### config.mk
export PLATFORM = sky130hd
export DESIGN_NAME = rgb_led_pwm
export DESIGN_NICKNAME = d
export VERILOG_FILES = /design/src/rtl/rgb_led_pwm_pkg.sv /design/src/rtl/rgb_led_pwm_chan.sv /design/src/rtl/rgb_led_pwm.sv
export SDC_FILE = /design/constraint.sdc
export NUM_CORES = 1
export LEC_CHECK = 0
export CORE_ASPECT_RATIO = 1.4
export CORE_MARGIN = 2
export CORE_UTILIZATION = 55
export CTS_CLUSTER_SIZE = 14
export DETAILED_ROUTE_END_ITERATION = 12
export GPL_TIMING_DRIVEN = 0
export PLACE_DENSITY = 0.83
export SKIP_CTS_REPAIR_TIMING = 1
export SLEW_MARGIN = 20
export SYNTH_ARGS = -nofsm -noshare
export SYNTH_HDL_FRONTEND = slang
export SYNTH_HIERARCHICAL = 1
export SYNTH_SLANG_ARGS = --single-unit
### constraint.sdc
create_clock -name clk_sys_i -period 4.8 [get_ports clk_sys_i]
set_input_delay 0.48 -clock clk_sys_i [delete_from_list [all_inputs] [get_ports clk_sys_i]]
set_output_delay 0.48 -clock clk_sys_i [all_outputs]
set_load 0.05 [all_outputs]
### src/rtl/rgb_led_pwm_pkg.sv
// Shared constants and elaboration-time helpers for the RGB LED PWM driver.
package rgb_led_pwm_pkg;

  // Each LED drives three channels: {R,G,B}
  localparam int unsigned ChanPerLed = 3;

  // PWM period in cycles for a given counter width (2**w - 1)
  function automatic int unsigned pwm_period(input int unsigned cnt_width);
    return (32'd1 << cnt_width) - 32'd1;
  endfunction

  // Last counter value before wrapping (period - 1)
  function automatic int unsigned pwm_max_cnt(input int unsigned cnt_width);
    return pwm_period(cnt_width) - 32'd1;
  endfunction

  // Phase offset of LED k: spreads LED turn-on instants evenly over the period
  function automatic int unsigned phase_offset(input int unsigned k,
                                               input int unsigned num_leds,
                                               input int unsigned cnt_width);
    return k * (pwm_period(cnt_width) / num_leds);
  endfunction

  // Width of an LED index
  function automatic int unsigned led_idx_w(input int unsigned num_leds);
    return (num_leds > 32'd1) ? $clog2(num_leds) : 32'd1;
  endfunction

  // Width of a channel index
  function automatic int unsigned chan_idx_w(input int unsigned num_leds);
    return (ChanPerLed * num_leds > 32'd1) ? $clog2(ChanPerLed * num_leds) : 32'd1;
  endfunction

endpackage

### src/rtl/rgb_led_pwm_chan.sv
// One LED worth of PWM: phase-shifted compare against the active duty, registered.
module rgb_led_pwm_chan
  import rgb_led_pwm_pkg::*;
#(
  parameter int unsigned CntWidth = 8
) (
  input  logic                  clk,
  input  logic                  rst,
  input  logic [CntWidth-1:0]   cnt,
  input  logic [CntWidth-1:0]   off,
  input  logic [CntWidth-1:0]   duty,
  input  logic [ChanPerLed-1:0] en,
  output logic [ChanPerLed-1:0] pwm
);

  localparam logic [CntWidth:0] Period = (CntWidth+1)'(pwm_period(CntWidth));

  logic [CntWidth:0] sum;
  logic [CntWidth:0] ph;
  logic              lit;

  // Phase = (cnt + off) mod period; both operands < period, so one subtract suffices
  always_comb begin
    sum = {1'b0, cnt} + {1'b0, off};
    ph  = sum;
    if (sum >= Period) begin
      ph = sum - Period;
    end
    lit = (ph < {1'b0, duty});
  end

  // Register the gated compare so the pins never see combinational glitches
  always_ff @(posedge clk) begin
    if (rst) begin
      pwm <= '0;
    end else begin
      pwm <= en & {ChanPerLed{lit}};
    end
  end

endmodule

### src/rtl/rgb_led_pwm.sv
// Phase-staggered PWM driver for the board RGB LEDs; duty/enable update only at period boundaries.
module rgb_led_pwm
  import rgb_led_pwm_pkg::*;
#(
  parameter int unsigned         NumLeds     = 4,
  parameter int unsigned         CntWidth    = 8,
  parameter logic [CntWidth-1:0] DefaultDuty = CntWidth'(32)
) (
  input  logic                            clk_sys_i,
  input  logic                            rst_sys_i,
  input  logic [ChanPerLed*NumLeds-1:0]   led_en_i,
  input  logic [CntWidth-1:0]             duty_i,
  input  logic                            duty_we_i,
  output logic [ChanPerLed*NumLeds-1:0]   rgb_led_o,
  output logic                            period_start_o
);

  localparam int unsigned         NumChan = ChanPerLed * NumLeds;
  localparam logic [CntWidth-1:0] MaxCnt  = CntWidth'(pwm_max_cnt(CntWidth));

  logic [CntWidth-1:0] cnt;
  logic [CntWidth-1:0] duty_shadow;
  logic [CntWidth-1:0] duty_act;
  logic [NumChan-1:0]  en_act;
  logic                at_boundary;

  assign at_boundary = (cnt == MaxCnt);

  // Free-running period counter, 0..MaxCnt
  always_ff @(posedge clk_sys_i) begin
    if (rst_sys_i) begin
      cnt <= '0;
    end else if (at_boundary) begin
      cnt <= '0;
    end else begin
      cnt <= cnt + CntWidth'(1);
    end
  end

  // Shadow duty (last write wins) and active settings latched at the boundary
  always_ff @(posedge clk_sys_i) begin
    if (rst_sys_i) begin
      duty_shadow <= DefaultDuty;
      duty_act    <= DefaultDuty;
      en_act      <= '0;
    end else begin
      if (duty_we_i) begin
        duty_shadow <= duty_i;
      end
      if (at_boundary) begin
        duty_act <= duty_we_i ? duty_i : duty_shadow;
        en_act   <= led_en_i;
      end
    end
  end

  // Pulse aligned with the first output cycle of each period
  always_ff @(posedge clk_sys_i) begin
    if (rst_sys_i) begin
      period_start_o <= 1'b0;
    end else begin
      period_start_o <= (cnt == '0);
    end
  end

  // One PWM slice per LED with its own fixed phase offset
  for (genvar k = 0; k < NumLeds; k++) begin : g_led
    localparam logic [CntWidth-1:0] Off =
      CntWidth'(phase_offset(k, NumLeds, CntWidth));

    rgb_led_pwm_chan #(
      .CntWidth (CntWidth)
    ) u_chan (
      .clk  (clk_sys_i),
      .rst  (rst_sys_i),
      .cnt  (cnt),
      .off  (Off),
      .duty (duty_act),
      .en   (en_act[ChanPerLed*k +: ChanPerLed]),
      .pwm  (rgb_led_o[ChanPerLed*k +: ChanPerLed])
    );
  end

endmodule

== Word-level counts from Yosys, hierarchy flattened ==
Cells that the tools add are included.

* Add/sub/neg operators: 8
* $lt $le $gt $ge: 8
* Equal/unequal tests: 1
* Multiplexer cells: 5
* Bitwise operators: 4
* Reduce and logical (&&, ||, !) cells: 2

{| class="wikitable"
|+ Operators with widths
! cell !! number
|-
| 9-bit by 8-bit less-than comparator with 1-bit output || 4
|-
| 9-bit two-way mux || 4
|-
| 9-bit by 8-bit greater-or-equal comparator with 1-bit output, second input constant || 3
|-
| 9-bit by 8-bit subtractor with 9-bit output, second input constant || 3
|-
| 3-bit bitwise AND || 4
|-
| 8-bit by 6-bit adder with 9-bit output, second input constant || 1
|-
| 8-bit by 7-bit adder with 9-bit output, second input constant || 1
|-
| 8-bit by 8-bit adder with 9-bit output, second input constant || 1
|-
| 8-bit by 8-bit subtractor with 9-bit output, second input constant || 1
|-
| 8-bit by 1-bit adder with 8-bit output, second input constant || 1
|-
| 8-bit equality test, second input constant || 1
|-
| 8-bit greater-or-equal comparator, second input constant || 1
|-
| 8-bit zero test || 1
|-
| 8-bit two-way mux || 1
|-
| 2-bit OR reduction || 1
|}

* Register bits after elaboration: 49
* Input bits: 23
* Output and inout port bits: 13
* Word-level logic and storage cells: 37

== Longest topological paths before layout ==
* Depth in word-level cells: 5
* Mapped depth: 20

== By module ==
The synthesis kept the hierarchy.

{| class="wikitable"
|+ Modules (own cells, without submodules)
! module !! instances !! cells an instance !! area each (µm²) !! sequential area each (µm²)
|-
| rgb_led_pwm_chan at g_led[0].u_chan ... || 3 || 122 || 983.4 || 60.1
|-
| rgb_led_pwm || 1 || 155 || 1611.5 || 740.7
|-
| rgb_led_pwm_chan at g_led[1].u_chan || 1 || 124 || 957.2 || 60.1
|}

== Worst setup path before layout ==
Ideal clock, no wire load.

* Path kind: register to register
* Start: register cnt[0]
* End: register g_led[3].u_chan.pwm[1]
* Library setup time: 86 ps
* Arrival: 4626 ps
* Data required time: 4714 ps
* Path slack: 88 ps
* Stages on the path, launching flop included: 21
* Path buffers: 1
* Clock period less this slack: 4712 ps
* Cells stage by stage: dfxtp_1 > ha_1 > inv_1 > fa_1 > nand2b_1 > a211oi_1 > nor4_1 > a2111oi_2 > buf_4 > nor3_1 > ha_1 > nor2_1 > o31ai_4 > mux2_1 > ha_1 > a21o_1 > a21o_1 > a21o_1 > a21oi_1 > o211ai_1 > a211oi_1

* Word-level cells in the longest chain between the ends: 5
* Elaborated cells on any way between the ends: 6
* Classes of those cells: add/sub (2); order compare (2); mux (1); bitwise (1)

{| class="wikitable"
|+ Ends and longest elaborated chain
! item !! RTL line !! RTL
|-
| from (decl) || rgb_led_pwm.sv:21 || <nowiki>logic [CntWidth-1:0] cnt;</nowiki>
|-
| from (signal assigned) || rgb_led_pwm.sv:36 || <nowiki>cnt <= cnt + CntWidth'(1);</nowiki>
|-
| 8-bit by 8-bit adder with 9-bit output (*) || rgb_led_pwm_chan.sv:24 || <nowiki>sum = {1'b0, cnt} + {1'b0, off};</nowiki>
|-
| 9-bit by 8-bit subtractor with 9-bit output / 9-bit by 8-bit greater-or-equal comparator with 1-bit output (equally long branches) || rgb_led_pwm_chan.sv:27, rgb_led_pwm_chan.sv:26 ||
|-
| 9-bit two-way mux (*) || rgb_led_pwm_chan.sv:26 || <nowiki>if (sum >= Period) begin</nowiki>
|-
| 9-bit by 8-bit less-than comparator with 1-bit output (*) || rgb_led_pwm_chan.sv:29 || <nowiki>lit = (ph < {1'b0, duty});</nowiki>
|-
| 3-bit bitwise AND (*) || rgb_led_pwm_chan.sv:37 || <nowiki>pwm <= en & {ChanPerLed{lit}};</nowiki>
|-
| to (signal assigned) || rgb_led_pwm_chan.sv:37 ||
|-
| to (decl) || rgb_led_pwm_chan.sv:13 || <nowiki>output logic [ChanPerLed-1:0] pwm</nowiki>
|}

Mark *: on every way between the ends. The rest lies on a longest branch, timed or not.
A chain may end at the register's enable or synchronous reset.

== Worst setup path after layout ==
Ends and elaborated chain as after synthesis.

==> results.ini <==
[die]
pin_count=36
start_util_pct=56.1
placementRows=43
die_x_um=88.7
die_h_um=123
core_area_um2=9850
design.die.area_um2=10900

[synth]
ys.warnings.count=6
synth-async-reset-ratio_pct=0
synth-simple-area-share_pct=22.8
syn_avg_cell_area_um2=8.56
synth.mux.area_fraction_pct=6.05
ys_top_cells_by_area=dfxtp_1 (18%), ha_1 (16%), inv_1 (4.4%), mux2i_1 (3.8%), nand2b_1 (3.4%)
synth_top_area_share_pct=17.8
yosys.area.top_type=dfxtp_1
synth-compound-area-share_pct=25.0
ys_seq_area_share_pct=17.8
netlist_area_um2=5520
yosys.area_share.adder_pct=17.5
synth_top_family_by_area=compound AO/OA/AOI/OAI gates
yosys.area_share.xor_xnor_pct=3.97
syn_inst=645
synth.distinct_cells=77
synth_seq_cells=49
synth-edff-count=0
synth_top_flop_cell=dfxtp_1

[setup_path]
cp.arrival_ps=4890
cp_slowest_cell=a2111oi_2
critPathMaxFanout=8
rrSetupSlack_ps=130
r2r_end=g_led[3].u_chan/pwm[1]
crit_path_start_kind=register
cpPeakStageDelay_ps=480
rr_worst_depth=20
critical_path.startpoint=cnt[0]
timing.rr.start=cnt[0]
required_ps=5010
setup.worst_path.end_class=register
crit_path_cell_trace=ha_2, inv_1, fa_2, nand2b_4, a211oi_4, nor4_1, a2111oi_2, buf_4, nor3_1, ha_1, nor2_4, o31ai_4, mux2_1, ha_1, a21o_1, a21o_1, a21o_1, a21oi_2, o211ai_1, a211oi_2
crit_end=g_led[3].u_chan/pwm[1]
cpMostUsedCell=a21o_1
worstSetupPathType=reg -> reg

[clocking]
clkSinkCount=49
cts_buffers=5
cts-root-buf=clkbuf_16
clock_latency_ps=290
clkTransAtPathRegs_ps=70
h-tree-depth=2
cts_tree=yes
clk_path_buf_depth=2

[hold_path]
worstHoldStart=en_act[5]
min_path_type=reg -> reg

[pwr]
finalPower_mw=1.55
p_per_area_nw_per_um2=234
p_leak_nw=2.76
vdd.ir_drop.worst_mv=0.147

[finish]
antenna_cells=0
nFillCells=813
fin_cells=876
drive_gt1_share_pct=15.7
synthToLayoutAreaGrowth_pct=19.9
finalNetCount=838
final_common_cell=ha_1
mostFrequentLayoutCells=ha_1 (69), inv_1 (65), dfxtp_1 (45), conb_1 (36), clkdlybuf4s50_1 (34)

[status]
outcome=completed

[sta]
slew_headroom_pct=48.6
period_minus_slack_ps=4670
fmax_mhz=214
tns_ps=0
tightest_slew_ps=765
skew_ps=6.77
period_share_pct=97.4
finalSetupViolations=0
final_hold_viol_count=0
slew_viol_final=0

[drt]
first_pass_iters=6
routed_via_density=5.94
wl_per_cell_um=16.4
drc=0
via_count=5207
finalWirelength_um=14300
antenna_left=0
drt_iter0_markers=277

[place]
portBuffers=34
dp.cells=848
detailed_place_hpwl_um=10500
routabilityCongestion=0.927

[global_route]
grt_pass1_wl_um=22600
grt_overflow_total=0
grtUsageTotal_pct=26.1
grt_pass1_vias=5108
grt_max_degree=15
antenna_found_initial=0

[run]
cap_violations=0

==> routing by layer <==
metal | global-route usage (%) | part of all wire (%) | wire length (µm) | vias up
met4 | 12.6 | 3.3 | 472 | 0
li1 | - | - | - | 2555
met5 | 0 | 0 | 0 | -
met1 | 28.6 | 40 | 5670 | 2466
met2 | 47.9 | 53 | 7590 | 142
met3 | 3.56 | 4.2 | 598 | 44
==> cells in the mapped netlist, types with 18 or more instances <==
cell / instances
mux2i_1: 21
nand2b_1: 30
o211ai_1: 21
nor3_1: 21
inv_1: 65
nor2_1: 33
dfxtp_1: 49
a211oi_1: 18
a21oi_1: 19
nand3_1: 21
ha_1: 71
nand2_1: 32
==> kinds of logic after synthesis <==
logic type / Yosys count
AND/OR/NAND/NOR: 219
AO/OA/AOI/OAI: 163
buffers and inverters: 81
adder cells (fa/ha/maj): 75
flip-flops: 49
multiplexers: 31
XOR/XNOR: 25
other: 2
==> metrics by stage <==
step	worst slack [ps]	utilization, %	hold WS [ps]	cell area, µm²
after floorplan	88.1	-	444	5650
after global placement	-567	62.5	460	6160
after detailed placement	-790	62.5	470	6160
after CTS	-859	64.3	484	6330
after global routing	-82.7	67.2	500	6620
final	126	67.2	476	6620
==> worst max-delay path: cells and delay by family (launching register included) <==
family / cells / cell delay (ps)
adder cells (fa/ha/maj): 4 / 1020
multiplexers: 1 / 350
AO/OA/AOI/OAI: 9 / 2000
flip-flops: 1 / 410
AND/OR/NAND/NOR: 4 / 520
buffers and inverters: 2 / 290
==> area by class of cell <==
type | instances | area [µm²] | area share, %
Multi-Input combinational cell | 549 | 4430 | 66.9
Sequential cell | 49 | 991 | 15.0
Timing Repair Buffer | 54 | 490 | 7.41
Inverter | 65 | 244 | 3.69
Tap cell | 135 | 169 | 2.55
Clock buffer | 7 | 143 | 2.16
Buffer | 16 | 124 | 1.87
Clock inverter | 1 | 30.0 | 0.454
==> flip-flops by register name, indices dropped and copies added (netlist names) <==
signal	flops
duty_act	8
en_act	12
period_start_o	1
cnt	8
g_led.u_chan/pwm	12
duty_shadow	8
==> power by group <==
group	switching [mW]	internal, mW	leakage (nW)
Clock	0.153	0.261	0.0841
Combinational	0.385	0.308	2.27
Sequential	0.0217	0.416	0.400
==> how the worst min path moves through the flow <==
stage | cells after the start | slack [ps] | end
after CTS | 2 | 480 | en_act[5]
after global routing | 2 | 500 | en_act[2]
after floorplan | 2 | 440 | en_act[3]
after global placement | 2 | 460 | en_act[3]
final | 2 | 480 | en_act[5]
after detailed placement | 2 | 470 | en_act[7]
Note: power is estimated with default switching activity, not from simulation.
